### config.mk
export PLATFORM = sky130hd
export DESIGN_NAME = spi_pwm_gen
export DESIGN_NICKNAME = d
export VERILOG_FILES = /design/src/rtl/spi_regs_pkg.sv /design/src/rtl/pwm_counter.sv /design/src/rtl/spi_pwm_gen.sv
export SDC_FILE = /design/constraint.sdc
export NUM_CORES = 1
export LEC_CHECK = 0
export ABC_AREA = 1
export BUFFER_PORTS_ARGS = -buffer_cell sky130_fd_sc_hd__buf_2
export CAP_MARGIN = 20
export CELL_PAD_IN_SITES_DETAIL_PLACEMENT = 0
export CELL_PAD_IN_SITES_GLOBAL_PLACEMENT = 1
export CORE_ASPECT_RATIO = 1.25
export CORE_MARGIN = 2
export CORE_UTILIZATION = 40
export CTS_CLUSTER_DIAMETER = 200
export CTS_CLUSTER_SIZE = 25
export DETAILED_ROUTE_END_ITERATION = 12
export MAX_ROUTING_LAYER = met4
export PLACE_DENSITY = 0.76
export REMOVE_ABC_BUFFERS = 1
export SYNTH_ARGS = -nofsm -noshare
export SYNTH_HDL_FRONTEND = slang
export SYNTH_HIERARCHICAL = 1
export SYNTH_SLANG_ARGS = --single-unit
### constraint.sdc
create_clock -name clk -period 1.98 [get_ports clk]
set_clock_uncertainty 0.05 [all_clocks]
set_input_delay 0.099 -clock clk [delete_from_list [all_inputs] [get_ports clk]]
set_output_delay 0.099 -clock clk [all_outputs]
set_load 0.1 [all_outputs]
### src/rtl/spi_regs_pkg.sv
// rtl/spi_regs_pkg.sv - shared register map, CTRL bit positions and reset values
package spi_regs;

    localparam logic [1:0] ADDR_CTRL     = 2'd0;
    localparam logic [1:0] ADDR_PRESCALE = 2'd1;
    localparam logic [1:0] ADDR_PERIOD   = 2'd2;
    localparam logic [1:0] ADDR_DUTY     = 2'd3;

    localparam int CTRL_EN      = 0;
    localparam int CTRL_INV     = 1;
    localparam int CTRL_ONESHOT = 2;

    localparam logic [7:0] RST_CTRL     = 8'h00;
    localparam logic [7:0] RST_PRESCALE = 8'h00;
    localparam logic [7:0] RST_PERIOD   = 8'hFF;
    localparam logic [7:0] RST_DUTY     = 8'h80;

    typedef struct packed {
        logic oneshot;
        logic inv;
        logic en;
    } ctrl_t;

endpackage

### src/rtl/pwm_counter.sv
// rtl/pwm_counter.sv - prescaler plus period counter producing cnt and the wrap strobe
module pwm_counter (
    input  logic       clk,
    input  logic       rst_n,
    input  logic       en,
    input  logic [7:0] presc_sh,
    input  logic [7:0] period_sh,
    output logic [7:0] cnt,
    output logic       wrap
);

    logic [7:0] presc_cnt;
    logic       tick;

    assign tick = en && (presc_cnt == presc_sh);
    assign wrap = tick && (cnt == period_sh);

    always_ff @(posedge clk or negedge rst_n) begin
        if (!rst_n) begin
            presc_cnt <= 8'd0;
            cnt       <= 8'd0;
        end else if (!en) begin
            presc_cnt <= 8'd0;
            cnt       <= 8'd0;
        end else begin
            presc_cnt <= tick ? 8'd0 : presc_cnt + 8'd1;
            if (tick) begin
                cnt <= wrap ? 8'd0 : cnt + 8'd1;
            end
        end
    end

endmodule

### src/rtl/spi_pwm_gen.sv
// rtl/spi_pwm_gen.sv - register file, period-aligned shadows and PWM output stage
module spi_pwm_gen
    import spi_regs::*;
(
    input  logic       clk,
    input  logic       rst_n,
    input  logic       wr_en,
    input  logic [1:0] wr_addr,
    input  logic [7:0] wr_data,
    input  logic [1:0] rd_addr,
    output logic [7:0] rd_data,
    output logic       pwm_out,
    output logic       period_tick,
    output logic       busy
);

    ctrl_t      ctrl;
    logic [7:0] prescale;
    logic [7:0] period;
    logic [7:0] duty;
    logic [7:0] presc_sh;
    logic [7:0] period_sh;
    logic [7:0] duty_sh;
    logic [7:0] cnt;
    logic       wrap;
    logic       raw;

    // A CTRL write is applied after the oneshot clear so the write wins on a shared edge.
    always_ff @(posedge clk or negedge rst_n) begin
        if (!rst_n) begin
            ctrl     <= ctrl_t'(RST_CTRL[2:0]);
            prescale <= RST_PRESCALE;
            period   <= RST_PERIOD;
            duty     <= RST_DUTY;
        end else begin
            if (wrap && ctrl.oneshot) begin
                ctrl.en <= 1'b0;
            end
            if (wr_en) begin
                case (wr_addr)
                    ADDR_CTRL: ctrl <= '{oneshot: wr_data[CTRL_ONESHOT],
                                         inv:     wr_data[CTRL_INV],
                                         en:      wr_data[CTRL_EN]};
                    ADDR_PRESCALE: prescale <= wr_data;
                    ADDR_PERIOD:   period   <= wr_data;
                    ADDR_DUTY:     duty     <= wr_data;
                    default: ;
                endcase
            end
        end
    end

    // Shadows track the live registers while idle and only resample at a period boundary.
    always_ff @(posedge clk or negedge rst_n) begin
        if (!rst_n) begin
            presc_sh  <= RST_PRESCALE;
            period_sh <= RST_PERIOD;
            duty_sh   <= RST_DUTY;
        end else if (!ctrl.en || wrap) begin
            presc_sh  <= prescale;
            period_sh <= period;
            duty_sh   <= duty;
        end
    end

    pwm_counter u_counter (
        .clk       (clk),
        .rst_n     (rst_n),
        .en        (ctrl.en),
        .presc_sh  (presc_sh),
        .period_sh (period_sh),
        .cnt       (cnt),
        .wrap      (wrap)
    );

    assign raw  = ctrl.en && (cnt < duty_sh);
    assign busy = ctrl.en;

    always_ff @(posedge clk or negedge rst_n) begin
        if (!rst_n) begin
            pwm_out     <= 1'b0;
            period_tick <= 1'b0;
        end else begin
            pwm_out     <= raw ^ ctrl.inv;
            period_tick <= wrap;
        end
    end

    always_comb begin
        rd_data = 8'h00;
        case (rd_addr)
            ADDR_CTRL:     rd_data = {5'b00000, ctrl};
            ADDR_PRESCALE: rd_data = prescale;
            ADDR_PERIOD:   rd_data = period;
            ADDR_DUTY:     rd_data = duty;
            default:       rd_data = 8'h00;
        endcase
    end

endmodule

Word-level counts from Yosys, hierarchy flattened --
Cells that the tools add are included.
Operators by class: add/sub/neg operators 2, $lt $le $gt $ge 1, equality and inequality tests 9, muxes and demuxes 9, bitwise operators 1, reduce and logical (&&, ||, !) cells 12
Operator list (number):
- two-way mux 8 bit | 5
- case mux 8 bit (4 select lines) | 1
- adder 8 x 1 -> 8 bit (second input constant) | 2
- equality test 8 bit | 2
- equality test 2 bit (second input constant) | 4
- < comparator 8 bit | 1
- AND reduction 2 bit | 4
- equality test 2 x 1 -> 1 bit (second input constant) | 2
- logical AND 1 bit | 4
- logical NOT 2 bit | 2
- two-way mux 1 bit | 3
- != test 2 x 1 -> 1 bit (second input constant) | 1
- logical NOT 1 bit | 1
- logical OR 1 bit | 1
- bitwise XOR 1 bit | 1
Storage, ports and cells: bits in registers 69, input port bits 15, output and inout port bits 11

Logic depth before layout (Yosys ltp) --
Gate-level depths: netlist of run 1.
depth after elaboration 7, depth in mapped cells 13, mapped depth without buffers 11

By module --
The synthesis of run 1 kept the hierarchy.
Modules (own cells, without submodules):
- spi_pwm_gen | times used 1, cells each 243, area each 2406.1 µm², seq. area each 1348.8 µm²
- pwm_counter | times used 1, cells each 176, area each 1187.4 µm², seq. area each 400.4 µm²

Worst setup path before layout of run 1 --
Ideal clock, no wire load.
path type reg2reg, start register busy (netlist name), end register duty_sh[0], setup time 0.125 ns, data arrival time 2.302 ns, setup slack -0.497 ns, cell stages (with the launch flop) 8, path buffers 3, period minus slack after synthesis 2.477 ns, cells stage by stage dfrtp_1 > buf_2 > inv_1 > nor3_1 > or2_1 > buf_6 > buf_8 > mux2_4
Between the ends: word-level cells in the longest chain between the ends 3
Ends and longest elaborated chain:
- logical AND 1 bit | line pwm_counter.sv:15 | assign tick = en && (presc_cnt == presc_sh);
- logical AND 1 bit | line pwm_counter.sv:16 | assign wrap = tick && (cnt == period_sh);
- named net wrap | line spi_pwm_gen.sv:25 | logic wrap;
- logical OR 1 bit | line spi_pwm_gen.sv:59 | end else if (!ctrl.en || wrap) begin
- to (signal assigned) | line spi_pwm_gen.sv:62 | duty_sh <= duty;
- to (decl) | line spi_pwm_gen.sv:23 | logic [7:0] duty_sh;
The timed path passes the listed nets, and every way through them passes these cells. A chain may end at the register's enable or synchronous reset.

Final worst setup path of run 1 --
start register period_sh[5], end register presc_sh[4]
Between the ends: word-level cells in the longest chain between the ends 3
Ends and longest elaborated chain:
- from (decl) | line spi_pwm_gen.sv:22 | logic [7:0] period_sh;
- from (signal assigned) | line spi_pwm_gen.sv:61 | period_sh <= period;
- equality test 8 bit | line pwm_counter.sv:16
- logical AND 1 bit | line pwm_counter.sv:16
- named net wrap | line spi_pwm_gen.sv:25
- logical OR 1 bit | line spi_pwm_gen.sv:59
- to (signal assigned) | line spi_pwm_gen.sv:60 | presc_sh <= prescale;
- to (decl) | line spi_pwm_gen.sv:21 | logic [7:0] presc_sh;
The timed path passes the listed nets, and every way through them passes these cells.

==> results.md, run 1 <==
- Commonest non-fill, non-tap cell in the layout: sky130_fd_sc_hd__nand2_1
- Fraction of met2 tracks used by global routing: between 20% and 30%
- CTS Root Buffer Type: sky130_fd_sc_hd__clkbuf_8
- Routed vias: about 2,800
- Peak-usage layer in the global routing report: met2
- Total of warnings raised by yosys: 6
- Cell Area, Synth: 3590 um2
- Clock Sink Count: approximately 70
- Die Area: 9760 um2
- Placeable Area: 8700 um2
- Clock tree buffer depth: 2
- Max Cap Violations: 0
- #FFs+latches synth: between 60 and 70
- Antenna-violating nets left: 0
- Count of cell types in the netlist: 28
- Number of pins with negative max-slew slack in the final report: 0
- Data required time at the worst endpoint: 2170 ps
- Tmin final: 1930 ps
- Relative slew margins: 61.3%
- Critical Path Fanout Max: 5
- CP arrival: 2120 ps
- # fillers: about 820
- Antenna violations before repair: 0
- Clock transition at the registers of the reported paths: 70 ps
- Number of top-level design ports: 26
- Unrepaired setup endpoints after global routing: yes
- CTS buffer count: 9
- Actual transition at the worst max-transition pin: 578 ps
- Number of setup violations in the final report: 0
- Die extent in x: 88.8 um
- Setup WS pre-CTS: -65.5 ps
- Buffers added on ports: 25
- Dpl cell area: 4010 um2
- Final setup slack of the worst path: 45.3 ps
- Diodes inserted: 0
- Hold Fails Final Rpt: 0
- First-pass iteration count of the detailed router: 4
- Number of global-route vias before repair: 2,727
- Portion of the post-synthesis area used by sequential elements: 48.7%
- Global-route total usage across every layer: between 10% and 20%
- Largest net degree at the start of global routing: 27
- Wire length of the first global-routing pass: 13.5 mm
- Vias per std cell: around 4.6
- Clock insertion delay at the later pin of the skew report: about 350 ps
- Row count: 38
- Die outline height: approximately 110 um
- Post-synthesis area per instance: 8.58 um2
- Total Nets Final: 509
- Depth of the CTS H-tree: 3
- Leakage: 2.35 nW
- Library cell occupying the most area in the post-synthesis netlist: sky130_fd_sc_hd__dfrtp_1
- Max Clock Freq: 517 MHz
- Share of Yosys cell area claimed by the top area cell type: 35.5%
- Outcome: complete, no violations
- CP Launch Type: register
- Initial drt markers: 110
- Type of the worst setup path: reg2reg
- Share of layout cells above drive strength 1: between 20% and 30%
- Post-route core utilization: 51.3%
- Part of the cycle the worst path needs: 97.7%
- Endpoint kind of the worst setup timing path: register
- Met3 Track Usage GR: 2.61%
- Post-detailed-route DRC marker count: 0
- Power per cell area: between 1000 and 1500 nW/um2
- Top library cells by usage in the layout, fill and taps aside: sky130_fd_sc_hd__nand2_1 (138), sky130_fd_sc_hd__dfrtp_1 (51), sky130_fd_sc_hd__inv_1 (50)
- Final instance area: 4470 um2
- Path type of the worst min-delay path: in2reg
- Average routed wire per standard cell: 13.5 um
- Starting density of the core: roughly two fifths
- CTS tree: yes
- Dpl hpwl: 6.10 mm
- Largest voltage drop on the vdd net: 0.000669 V
- Detailed Route WL: about 8.3 mm
- Synth Instances: 419
- RD Place Congestion: 0.800
- Largest cells by area after synthesis: sky130_fd_sc_hd__dfrtp_1 (36%), sky130_fd_sc_hd__nand2_1 (15%), sky130_fd_sc_hd__dfstp_2 (13%)
- Overflow after GRT: 0
- Signed area change from the synthesized netlist to the final layout: 24.3%
- Routing usage on met1: 25.0%
## registers in the layout, indices dropped and copies added (netlist names)
name,flops
busy,1
ctrl,2
duty,8
duty_sh,8
period,8
period_sh,8
period_tick,1
presc_sh,8
prescale,8
pwm_out,1
u_counter/cnt,8
u_counter/presc_cnt,8
## what timing repair did
item,in CTS,in global routing
hold endpoints to repair,26,0
pin swaps,1,8
gates cloned,0,3
endpoints found under the setup margin,15,20
resized for setup,3,7
hold buffers,7,0
setup buffers,0,7
## area by class of cell
type,count,area [um2],area share [%]
Sequential cell,69,1750,39.2
Multi-Input combinational cell,282,1590,35.5
Timing Repair Buffer,64,533,11.9
Inverter,59,221,4.96
Clock buffer,12,155,3.47
Tap cell,120,150,3.36
Clock inverter,4,70.1,1.57
## power by group
group | total (mW) | switching [mW] | internal [mW] | leakage (nW)
sequential | 1.89 | 0.191 | 1.70 | 0.850
clock | 1.31 | 0.531 | 0.774 | 0.116
combinational | 1.32 | 0.784 | 0.536 | 1.39
total | 4.52 | 1.51 | 3.01 | 2.35
## cell families after synthesis
family / after synthesis / synth area share [%]
AOI/OAI and AO/OA: 39 / 5.43
xor gates and xnor gates: 12 / 2.93
adders and majority gates: 9 / 3.13
buffers and inverters: 68 / 7.90
DFF: 69 / 48.7
muxes: 17 / 7.00
and+or+nand+nor: 205 / 24.9
## Yosys cell counts, drive strengths merged
master	n
nor3	5
o21ai	35
dfstp	18
xnor2	9
ha	9
nand2	145
inv	59
nand4	12
clkbuf	4
a21oi	4
nor2	25
buf	5
xor2	3
or2	1
nand3	16
nand3b	1
dfrtp	51
mux2	17
## stage by stage
stage / cells / power [mW] / hold WS (ps) / TNS [ps]
2_1_floorplan: 410 / 2.76 / -247 / -22990
3_3_place_gp: 577 / 3.09 / 49.0 / -52.4
3_5_place_dp: 577 / 3.11 / 55.6 / -336
4_1_cts: 600 / 4.43 / 5.55 / 0
5_1_grt: 610 / 4.75 / 40.0 / -350
6_report: 610 / 4.52 / 10.7 / 0
## final timing paths
check / startpoint / to / slack, ps / cells past startpoint
worst min register to register: duty[7] / duty_sh[7] / 450 / 2
worst max-delay path: period_sh[5] / presc_sh[4] / 50 / 8
worst max register to register: period_sh[5] / presc_sh[4] / 50 / 8
min in group asynchronous: rst_n / duty_sh[5] / 200 / 2
worst min-delay path: wr_data[0] / period[0] / 10 / 3
max in group asynchronous: rst_n / period_sh[3] / 1080 / 3
## layer usage
metal | up-vias | part of all wire [%]
li1 | 1446 | -
met1 | 1310 | 47
met2 | 40 | 49
met3 | 13 | 2.1
met4 | 0 | 1.9
met5 | - | 0
## worst max-delay path, stage by stage (launching register included)
cell                        delay, ps
sky130_fd_sc_hd__dfstp_2          550
sky130_fd_sc_hd__xnor2_1          120
sky130_fd_sc_hd__nand2_1           80
sky130_fd_sc_hd__nor2_2           110
sky130_fd_sc_hd__nand2_2           80
sky130_fd_sc_hd__nor3_4           130
sky130_fd_sc_hd__or2_4            230
sky130_fd_sc_hd__clkbuf_16        170
sky130_fd_sc_hd__mux2_4           290
Note: power is estimated with default switching activity, not from simulation.
==> run 2: changes to the inputs <==
PLACE_DENSITY = default   (was 0.76)
PLACE_DENSITY_LB_ADDON = 0.2   (was default)
==> run 2 against run 1 <==
Compared with the run above: the flow now finishes with violations (negative setup slack); utilization up 0.24 points; non-clock buffer count up 5; total power down 0.40%; cell area up 0.48%; critical endpoint unchanged.
==> results.md, run 2 (synthesized netlist as in run 1, its figures left out) <==
- Part of the cycle the worst path needs: 101%
- Number of non-filler instances in the completed layout: 615
- Cells after DPL: 580
- Setup WS pre-CTS: -68.2 ps
- Endpoint kind of the worst setup timing path: register
- CP arrival: 2170 ps
- Vias per std cell: between 4 and 5
- Detailed Route WL: 8.34 mm
- Fraction of power spent switching nets: 33.6%
- Share of total power in the clock network: 28.6%
- Relative slew margins: 59.7%
- Clock Sink Count: 69
- Signed area change from the synthesized netlist to the final layout: 24.9%
- RD Place Congestion: 0.799
- CTS buffer count: 9
- Average routed wire per standard cell: 13.6 um
- Top library cells by usage in the layout, fill and taps aside: sky130_fd_sc_hd__nand2_1 (137), sky130_fd_sc_hd__dfrtp_1 (51), sky130_fd_sc_hd__inv_1 (50)
- Proportion of power drawn by flip-flops and latches: 42.1%
- Max Clock Freq: 502 MHz
- Share of layout cells above drive strength 1: between 20% and 30%
- Outcome: finished, violations left
- Combinational fraction of design power: 29.3%
- Critical Path Fanout Max: 6
- Clock tree buffer depth: 2
- Slowest stage cell, crit path: sky130_fd_sc_hd__dfstp_2
- Crit path capture: presc_sh[4]
- Path type of the worst min-delay path: in2reg
- Largest net degree at the start of global routing: slightly below 50
- Critical-path cell list: xnor2_2, nand2_1, nor2_2, nand2_2, nor3_4, or2_4, bufbuf_16, mux2_4
- Post-detailed-route DRC marker count: 0
- Path depth of the worst reg2reg path: 8
- Type of the worst setup path: reg2reg
- Total Nets Final: 514
- CP Launch Type: register
- Placeable Area: 8700 um2
- Unrepaired setup endpoints after global routing: yes
- Dpl hpwl: 6.01 mm
- Hold Fails Final Rpt: 0
- Data required time at the worst endpoint: between 2000 and 2500 ps
- Total power after layout: around 4.5 mW
- Diodes inserted: 0
- Commonest non-fill, non-tap cell in the layout: sky130_fd_sc_hd__nand2_1
- Number of setup violations in the final report: 3
- Starting density of the core: about two fifths
- Tmin final: 1990 ps
- Leakage: 2.36 nW
- Final setup slack of the worst path: -12.0 ps
- Row count: 38
- Worst setup path start: period_sh[6]
- Die outline height: 110 um
- Launch instance of the worst register-to-register path: period_sh[6]
- Initial drt markers: 113
- Antenna violations before repair: 0
- CTS tree: yes
- Routed vias: 2,804
- Wire length of the first global-routing pass: 14.1 mm
- Number of global-route vias before repair: 2,832
- Final-layout setup total negative slack: -34.5 ps
- Die extent in x: 88.8 um
- Die Area: ~9800 um2
- Worst setup slack for register-to-register paths: -10 ps
- Number of top-level design ports: 26
- First-pass iteration count of the detailed router: 5
- Max Cap Violations: 0
- Buffers added on ports: 25
- Clock transition at the registers of the reported paths: approximately 80 ps
- Internal cell power: 2.99 mW
- CTS Root Buffer Type: sky130_fd_sc_hd__clkbuf_8
- Failing checks: negative setup slack
- Clock insertion delay at the later pin of the skew report: 340 ps
- Reported net switching power: 1.51 mW
- Actual transition at the worst max-transition pin: 603 ps
- Global-route total usage across every layer: 19.9%
- Largest voltage drop on the vdd net: 0.000669 V
- Number of pins with negative max-slew slack in the final report: 0
- Antenna-violating nets left: 0
- Overflow after GRT: 0
- Depth of the CTS H-tree: 3
- Stage delay of the slowest cell on the critical path: around 560 ps
- Endpoint of the most critical register-to-register path: presc_sh[4]
- Power per cell area: about 1000 nW/um2
## run 2: changes by cell type in the layout (fill, tap and decap cells not counted), moves of 2 or more
| cell | delta |
|---|---|
| sky130_fd_sc_hd__xnor2_1 | -3 |
| sky130_fd_sc_hd__clkbuf_16 | -3 |
| sky130_fd_sc_hd__o21ai_0 | -2 |
| sky130_fd_sc_hd__nand2_2 | +2 |
| sky130_fd_sc_hd__buf_4 | +9 |
| sky130_fd_sc_hd__xnor2_2 | +3 |
| sky130_fd_sc_hd__o21ai_1 | +2 |
| sky130_fd_sc_hd__nor2_2 | +2 |
| sky130_fd_sc_hd__nor2_1 | -2 |
## run 2: power by group through the flow
stage          sequential (mW)  combinational [mW]  clock [mW]
6_report                  1.89                1.32        1.29
3_5_place_dp              1.92                1.19           0
4_1_cts                   1.89                1.29        1.32
2_1_floorplan             1.92               0.834           0
5_1_grt                   1.93                1.45        1.39
3_3_place_gp              1.91                1.18           0
## run 2: final cells by class
class | count | area [um2]
Clock inverter | 4 | 72.6
Tap cell | 120 | 150
Sequential cell | 69 | 1750
Multi-Input combinational cell | 282 | 1610
Fill cell | 795 | 4210
Clock buffer | 12 | 145
Timing Repair Buffer | 69 | 541
Inverter | 59 | 221
## run 2: what timing repair did
action                     CTS  global route
pin swaps                    4             6
gates cloned                 2             0
setup endpoints to repair   18            23
buffers inserted             7             4
hold endpoints to repair    24             0
hold buffers                 6             0
resized for setup            5            10
## run 2: through the flow
step	utilization [%]	hold slack, ps	instance area [um2]
2_1_floorplan	-	-247	3530
3_3_place_gp	46.2	45.3	4020
3_5_place_dp	46.2	52.9	4020
4_1_cts	50.8	2.87	4420
5_1_grt	51.6	21.8	4490
6_report	51.6	10.6	4490
## run 2: worst min path at each step
stage                     cells past startpoint  slack [ps]          end        from
after detailed placement                      1          50  prescale[4]       rst_n
after CTS                                     3           3    period[0]  wr_data[0]
after global routing                          3          20    period[1]  wr_data[1]
final                                         3          10    period[1]  wr_data[1]
after floorplan                               0        -250         busy       rst_n
after global placement                        1          50      duty[4]       rst_n
## run 2: critical path, delay by kind of cell (launching register included)
kind / cells / cell delay [ps]
buffers and inverters: 1 / 270
XOR/XNOR: 1 / 110
multiplexers: 1 / 290
AND/OR/NAND/NOR: 5 / 600
flip-flops: 1 / 560
## run 2: per-layer routing
layer	global-route usage (%)	vias up	wire, um	part of all wire [%]
met2	31.9	40	4110	49
met4	5.52	0	65	0.78
met5	-	-	0	0
li1	-	1460	-	-
met3	4.17	5	204	2.4
met1	25.6	1299	3960	47
==> run 3: changes to the inputs <==
CTS_BUF_LIST = sky130_fd_sc_hd__clkbuf_8 sky130_fd_sc_hd__clkbuf_16   (was default)
==> run 3 against run 2 <==
Compared with the run above: the flow still finishes with violations (negative setup slack); register-to-register slack is essentially flat; via count hardly changed; sequential share of layout area stayed put; clock power about the same; combinational power hardly changed; sequential power about the same; cell area is the same.
==> results.md, run 3 (synthesized netlist as in run 1, its figures left out) <==
- Clock Sink Count: 69
- CP Launch Type: register
- Final hold slack: 10.7 ps
- Relative slew margins: approximately three fifths
- Row count: 38
- Routed vias: roughly 2,800
- Global-route total usage across every layer: 19.9%
- Number of setup violations in the final report: 3
- Leakage: 2.37 nW
- Dpl hpwl: 6.01 mm
- RD Place Congestion: 0.799
- Antenna violations before repair: 0
- Share of total power in the clock network: 28.4%
- Clock insertion delay at the later pin of the skew report: 340 ps
- Clock tree buffer depth: 2
- Actual transition at the worst max-transition pin: 603 ps
- CTS buffer count: 9
- Hold Fails Final Rpt: 0
- Worst Hold Launch: wr_data[1]
- CP arrival: 2170 ps
- Post-detailed-route DRC marker count: 0
- First-pass iteration count of the detailed router: 5
- Vias per std cell: approximately 4.6
- Internal cell power: slightly below 3 mW
- Part of the cycle the worst path needs: 101%
- Reported net switching power: 1.51 mW
- Failing checks: negative setup slack
- Starting density of the core: 41.3%
- Endpoint kind of the worst setup timing path: register
- Die outline height: 110 um
- Die Area: a little under 10,000 um2
- Power per cell area: 1000 nW/um2
- Detailed Route WL: 8.34 mm
- Number of global-route vias before repair: 2,832
- Worst setup path start: period_sh[6]
- Largest voltage drop on the vdd net: 0.000669 V
- Clock transition at the registers of the reported paths: roughly 80 ps
- Final setup slack of the worst path: -11.5 ps
- Commonest non-fill, non-tap cell in the layout: sky130_fd_sc_hd__nand2_1
- Number of pins with negative max-slew slack in the final report: 0
- Depth of the CTS H-tree: 3
- Diodes inserted: 0
- Combinational fraction of design power: roughly 30%
- Total power after layout: 4.49 mW
- Data required time at the worst endpoint: 2160 ps
- Initial drt markers: 114
- Share of layout cells above drive strength 1: 29.5%
- Wire length of the first global-routing pass: 14.1 mm
- Unrepaired setup endpoints after global routing: yes
- Launch instance of the worst register-to-register path: period_sh[6]
- Antenna-violating nets left: 0
- Outcome: finished, violations left
- Type of the worst setup path: reg2reg
- Buffers added on ports: 25
- Number of top-level design ports: 26
- Fraction of power spent switching nets: 33.7%
- Die extent in x: ~89 um
- Critical Path Fanout Max: 6
- Max Clock Freq: 502 MHz
- Path type of the worst min-delay path: in2reg
- Max Cap Violations: 0
- Top library cells by usage in the layout, fill and taps aside: sky130_fd_sc_hd__nand2_1 (137), sky130_fd_sc_hd__inv_1 (52), sky130_fd_sc_hd__dfrtp_1 (51)
- CTS tree: yes
- Signed area change from the synthesized netlist to the final layout: 24.9%
- CTS Root Buffer Type: sky130_fd_sc_hd__clkbuf_8
- Proportion of power drawn by flip-flops and latches: 42.2%
- Average routed wire per standard cell: 13.6 um
- Tmin final: roughly 2000 ps
- Largest net degree at the start of global routing: 49
- Dpl cell area: around 4000 um2
- Overflow after GRT: 0
- Final instance area: ~4500 um2
- Total Nets Final: 514
- Post-route core utilization: 51.6%
- Placeable Area: 8700 um2
run 3: cell type report:
class | instances | area [um2]
timing repair buffer | 69 | 541
fill | 795 | 4210
sequential | 69 | 1750
clock buffer | 10 | 138
tap | 120 | 150
clock inverter | 6 | 80.1
multi-input combinational | 282 | 1610
inverter | 59 | 221
run 3: worst max-delay path, stage by stage, from the launching register on:
cell                        delay [ps]
sky130_fd_sc_hd__dfstp_2           560
sky130_fd_sc_hd__xnor2_2           110
sky130_fd_sc_hd__nand2_1            80
sky130_fd_sc_hd__nor2_2            120
sky130_fd_sc_hd__nand2_2            80
sky130_fd_sc_hd__nor3_4            140
sky130_fd_sc_hd__or2_4             180
sky130_fd_sc_hd__bufbuf_16         270
sky130_fd_sc_hd__mux2_4            290
run 3: path summary, 6_finish.rpt:
path                                end  slack (ps)  depth (start not counted)
min                           period[1]          10                          3
max                         presc_sh[4]         -10                          8
max in group asynchronous  period_sh[7]         970                          3
min in group asynchronous   prescale[4]         210                          2
min reg2reg                  duty_sh[7]         450                          2
max reg2reg                 presc_sh[4]         -10                          8
run 3: timing repair:
item                                    in CTS  in global routing
setup buffers                                7                  4
hold buffers                                 6                  0
cloned                                       2                  0
endpoints found under the hold margin       24                  0
endpoints found under the setup margin      18                 23
gates resized for setup                      5                 10
pin swaps                                    4                  6
run 3: stage by stage:
step	instances	setup slack [ps]	TNS, ps
after floorplan	410	-1080	-22990
after global placement	580	-19.1	-19.1
after detailed placement	580	-68.2	-362
after CTS	611	7.55	0
after global routing	615	-93.4	-985
final	615	-11.5	-33.1
run 3: layer usage:
metal  vias to the layer above  share of wire [%]  global-route usage [%]
li1                       1460                  -                       -
met1                      1297                 47                    25.6
met2                        40                 49                    31.9
met3                         5                2.4                    4.17
met4                         0               0.78                    5.52
met5                         -                  0                       -
run 3: power groups by stage:
stage | clock [mW] | combinational (mW) | sequential, mW
2_1_floorplan | 0 | 0.834 | 1.92
3_3_place_gp | 0 | 1.18 | 1.91
3_5_place_dp | 0 | 1.19 | 1.92
4_1_cts | 1.31 | 1.29 | 1.89
5_1_grt | 1.38 | 1.45 | 1.93
6_report | 1.28 | 1.32 | 1.89
